===== config.mk =====
export PLATFORM = sky130hd
export DESIGN_NAME = id_ex_reg
export DESIGN_NICKNAME = d
export VERILOG_FILES = /design/src/rtl/id_ex_reg.sv
export SDC_FILE = /design/constraint.sdc
export NUM_CORES = 1
export LEC_CHECK = 0
export ABC_AREA = 1
export BUFFER_PORTS_ARGS = -buffer_cell sky130_fd_sc_hd__buf_2
export CORE_ASPECT_RATIO = 0.6
export CORE_MARGIN = 2
export CORE_UTILIZATION = 42
export DETAILED_ROUTE_END_ITERATION = 12
export GPL_TIMING_DRIVEN = 0
export PLACE_DENSITY = 0.83
export SYNTH_ARGS = -nofsm -noshare
export SYNTH_HDL_FRONTEND = slang
export SYNTH_SLANG_ARGS = --single-unit

===== constraint.sdc =====
create_clock -name clk -period 4.76 [get_ports clk]
set_clock_uncertainty 0.05 [all_clocks]
set_input_delay 0 -clock clk [delete_from_list [all_inputs] [get_ports clk]]
set_output_delay 0 -clock clk [all_outputs]
set_load 0.05 [all_outputs]

===== src/rtl/id_ex_reg.sv =====
// ID/EX pipeline register with hazard stall/flush, write-back destination resolution
// at capture, and a saturating counter of bubbles entering EX.
module id_ex_reg #(
    parameter int DATA_W = 32,
    parameter int REG_AW = 5,
    parameter int CTRL_W = 8,
    parameter int CNT_W  = 16
) (
    input  logic              clk,
    input  logic              rst,
    input  logic              stall,
    input  logic              flush,
    input  logic              id_valid,
    input  logic [DATA_W-1:0] id_pc4,
    input  logic [DATA_W-1:0] id_rs_data,
    input  logic [DATA_W-1:0] id_rt_data,
    input  logic [DATA_W-1:0] id_imm_ext,
    input  logic [REG_AW-1:0] id_rs,
    input  logic [REG_AW-1:0] id_rt,
    input  logic [REG_AW-1:0] id_rd,
    input  logic [CTRL_W-1:0] id_ctrl,
    output logic              ex_valid,
    output logic [DATA_W-1:0] ex_pc4,
    output logic [DATA_W-1:0] ex_rs_data,
    output logic [DATA_W-1:0] ex_rt_data,
    output logic [DATA_W-1:0] ex_imm_ext,
    output logic [REG_AW-1:0] ex_rs,
    output logic [REG_AW-1:0] ex_rt,
    output logic [REG_AW-1:0] ex_wr_addr,
    output logic [CTRL_W-1:0] ex_ctrl,
    output logic [CNT_W-1:0]  bubble_cnt
);

    logic [REG_AW-1:0] wr_addr_s;
    logic [CTRL_W-1:0] ctrl_load_s;
    logic              bubble_s;
    logic              cnt_sat_s;

    // Destination resolution, RegWrite suppression and bubble detection
    always_comb begin
        wr_addr_s   = id_rt;
        ctrl_load_s = {CTRL_W{1'b0}};
        bubble_s    = 1'b0;
        cnt_sat_s   = (bubble_cnt == {CNT_W{1'b1}});
        if (id_ctrl[1]) begin
            wr_addr_s = id_rd;
        end else begin
            wr_addr_s = id_rt;
        end
        // Writes to register 0 are architecturally discarded, so drop RegWrite here
        if (id_valid) begin
            ctrl_load_s = {id_ctrl[CTRL_W-1:1],
                           id_ctrl[0] & (wr_addr_s != {REG_AW{1'b0}})};
        end else begin
            ctrl_load_s = {CTRL_W{1'b0}};
        end
        if (flush) begin
            bubble_s = 1'b1;
        end else if (!stall) begin
            bubble_s = ~id_valid;
        end else begin
            bubble_s = 1'b0;
        end
    end

    // EX-side pipeline state: flush beats stall beats load
    always_ff @(posedge clk or posedge rst) begin
        if (rst) begin
            ex_valid   <= 1'b0;
            ex_pc4     <= {DATA_W{1'b0}};
            ex_rs_data <= {DATA_W{1'b0}};
            ex_rt_data <= {DATA_W{1'b0}};
            ex_imm_ext <= {DATA_W{1'b0}};
            ex_rs      <= {REG_AW{1'b0}};
            ex_rt      <= {REG_AW{1'b0}};
            ex_wr_addr <= {REG_AW{1'b0}};
            ex_ctrl    <= {CTRL_W{1'b0}};
        end else if (flush) begin
            ex_valid   <= 1'b0;
            ex_wr_addr <= {REG_AW{1'b0}};
            ex_ctrl    <= {CTRL_W{1'b0}};
        end else if (!stall) begin
            ex_valid   <= id_valid;
            ex_pc4     <= id_pc4;
            ex_rs_data <= id_rs_data;
            ex_rt_data <= id_rt_data;
            ex_imm_ext <= id_imm_ext;
            ex_rs      <= id_rs;
            ex_rt      <= id_rt;
            ex_wr_addr <= wr_addr_s;
            ex_ctrl    <= ctrl_load_s;
        end
    end

    // Saturating bubble counter
    always_ff @(posedge clk or posedge rst) begin
        if (rst) begin
            bubble_cnt <= {CNT_W{1'b0}};
        end else if (bubble_s && !cnt_sat_s) begin
            bubble_cnt <= bubble_cnt + {{(CNT_W-1){1'b0}}, 1'b1};
        end
    end

endmodule


==> impl_metrics.csv <==
group,metric,value,unit
run_status,outcome,"completed",
floorplanning,die_h,102,um
grt,overflow,0,
drt,viasPerCell,4.87,
sta,layout_setup_ws,2.98,ns
floorplanning,die_x,168,um
logic_synthesis,avgSynthCellArea,8.54,um2
sta,drv_slew,0,
cts,clock_latency,0.40,ns
logic_synthesis,netlist_area,0.00674,mm2
drt,drt-total-wl,24000,um
cells_and_area,num_antenna_cells,0,
sta,worst_pin_slew,0.642,ns
min_path,hold_class,"input port to flip-flop",
worst_setup_path,r2r_cells,11,
drt,antenna_left,0,
sta,max_slew_margin,0.572,
sta,fmax,0.562,GHz
cts,clockBufferDepth,2,
cts,numCtsBuffers,17,
worst_setup_path,cp-start-kind,"flip-flop",
cells_and_area,fin_util,0.694,
logic_synthesis,synth_seq_area_share,0.623,
grt,grt_util_all_layers,0.282,
sta,hold_viol_final,0,
logic_synthesis,synthCells,790,
drt,firstDrtPassIters,7,
worst_setup_path,critPathKind,"flip-flop to flip-flop",
cts,cts_max_level,4,
sta,rsz0062_at_grt,"no",
sta,setup_viol,0,
cells_and_area,drive_gt1_frac,0.299,
min_path,min_delay_path_depth,3,
drt,drt_iter0_drc,491,
place,place_hpwl,14400,um
power_and_ir_drop,power,0.00435,W
place,place.gp.congestion,0.892,
floorplanning,row_count,35,
floorplanning,die_area,0.0171,mm2
worst_setup_path,arrival,2.02,ns
place,place_ws,3.00,ns
worst_setup_path,cp-end-kind,"flip-flop",
logic_synthesis,synth-seq-cells,168,
drt,routedWlPerCell,16.0,um
power_and_ir_drop,p_leak,6.11,nW
grt,grt_pass1_vias,7513,
floorplanning,start_util,0.435,
logic_synthesis,ys_warn_count,0,
logic_synthesis,ys_types,23,
floorplanning,core,0.0155,mm2
worst_setup_path,critPathMaxFanout,10,
grt,grt_pass1_wl,37600,um
sta,period_minus_slack,1.78,ns
place,port-buffer-count,323,
floorplanning,io_pins,324,
cts,post-cts-setup-buffer-count,0,
grt,antenna_found_initial,0,
power_and_ir_drop,powerDensity,405,mW/mm2
cts,cts_root_buf,"clkbuf_16",
drt,drc,0,
drt,vias,7324,
cts,clkTransAtPathRegs,0.07,ns
power_and_ir_drop,ir_worst_vdd,0.243,mV
cts,cts.sinks,168,
cts,cts_tree,"done",
sta,fin_crit_sh,0.374,
grt,grt_max_degree,96,
place,post-place-cells,1317,
cells_and_area,final_cells,1503,
worst_setup_path,worstPathRequired,5.00,ns
logic_synthesis,syn_nets,947,
cells_and_area,area_delta_synth_final,59.4,%
flow_run,cap_violations,0,
cells_and_area,nets,1445,
## routing by layer
layer,up-vias,wire length (um),share of wire,GRT usage
li1,3404,-,-,-
met1,3429,9300,0.39,0.337
met2,419,11800,0.49,0.491
met3,72,2180,0.091,0.0794
met4,0,718,0.030,0.116
met5,-,0,0,0
## synthesized netlist by cell type
cell | number | area (um2)
buf_1 | 1 | 3.75
buf_2 | 21 | 105
o21ai_0 | 9 | 45.0
nor2_1 | 17 | 63.8
dfrtp_1 | 168 | 4200
nor2_2 | 2 | 12.5
inv_1 | 14 | 52.6
inv_2 | 2 | 7.51
nand2_4 | 1 | 11.3
buf_6 | 2 | 22.5
nand3b_1 | 2 | 15.0
xor2_1 | 1 | 8.76
ha_1 | 1 | 12.5
inv_4 | 1 | 6.26
a22o_1 | 10 | 87.6
xnor2_1 | 6 | 52.6
or2_2 | 1 | 6.26
nand2_1 | 507 | 1900
clkbuf_1 | 9 | 33.8
nand3_1 | 7 | 35.0
nand2_2 | 3 | 18.8
nand4_1 | 4 | 25.0
nor2_4 | 1 | 11.3
## area by class of cell
cell class	count	area, um2
Multi-Input combinational cell	572	2310
Timing Repair Buffer	479	3200
Clock inverter	12	108
Fill cell	1112	4750
Tap cell	203	254
Inverter	17	73.8
Clock buffer	19	443
Buffer	33	165
Sequential cell	168	4200
## cell families (layout without fill, tap and decap cells)
family	after synthesis	count (layout)	share of synthesized area
xor+xnor	7	7	0.00909
compound gates	19	19	0.0197
flops	168	168	0.623
fa+ha+maj	1	1	0.00185
simple gates	545	545	0.312
buf+inv	50	560	0.0343
## stage by stage
step           TNS (ns)  hold WS (ns)  cell area [um2]
2_1_floorplan         0        0.0668             6740
3_3_place_gp    -271.21         0.150             8610
3_5_place_dp          0        0.0527             8650
4_1_cts               0       0.00821            10800
5_1_grt               0        0.0295            10800
6_report              0        0.0414            10800
## placed cells by master (no fill, tap or decap), types with 4 or more instances in the layout
cell and instances:
dlygate4sd3_1 155, clkbuf_16 17, buf_2 344, nor2_1 17, nand4_1 4, clkbuf_1 10, o21ai_0 9, inv_1 13
xnor2_1 6, a22o_1 10, nand3_1 7, nand2_1 507, dfrtp_1 168, inv_6 5
## worst max-delay path: stages (launching register included)
cell	delay, ns
dfrtp_1	0.41
ha_1	0.24
inv_1	0.09
nor2_4	0.17
nand2_2	0.10
inv_2	0.07
nand2_2	0.07
nand2_4	0.14
inv_4	0.07
buf_6	0.15
nand2_1	0.06
nand2_1	0.05
## sequential cells by signal, summed over array words and instances, names as in the netlist
| register | flops |
|---|---|
| ex_rt | 5 |
| ex_imm_ext | 32 |
| ex_valid | 1 |
| ex_wr_addr | 5 |
| ex_rs | 5 |
| ex_pc4 | 32 |
| ex_rt_data | 32 |
| ex_rs_data | 32 |
| bubble_cnt | 16 |
| ex_ctrl | 8 |
## path summary, 6_finish.rpt
| check | slack (ns) | to | startpoint |
|---|---|---|---|
| worst min register to register | 0.42 | ex_pc4[28] | ex_pc4[28] |
| max in group asynchronous | 3.66 | bubble_cnt[0] | rst |
| worst max-delay path | 2.98 | bubble_cnt[1] | bubble_cnt[0] |
| worst min-delay path | 0.04 | ex_ctrl[5] | flush |
| worst max register to register | 2.98 | bubble_cnt[1] | bubble_cnt[0] |
| min in group asynchronous | 0.14 | ex_rs_data[0] | rst |
## where the power goes
part / switching, W / leakage, nW / internal (W) / total, W
Combinational: 0.000969 / 3.73 / 0.000352 / 0.00132
Sequential: 0.000124 / 2.11 / 0.00160 / 0.00172
Clock: 0.000605 / 0.265 / 0.000699 / 0.00130
## repair_timing
action,CTS,global route
endpoints found under the setup margin,0,0
hold buffers,155,0
endpoints found under the hold margin,225,0
gates resized for setup,0,0
(Power assumes the default switching activity.)
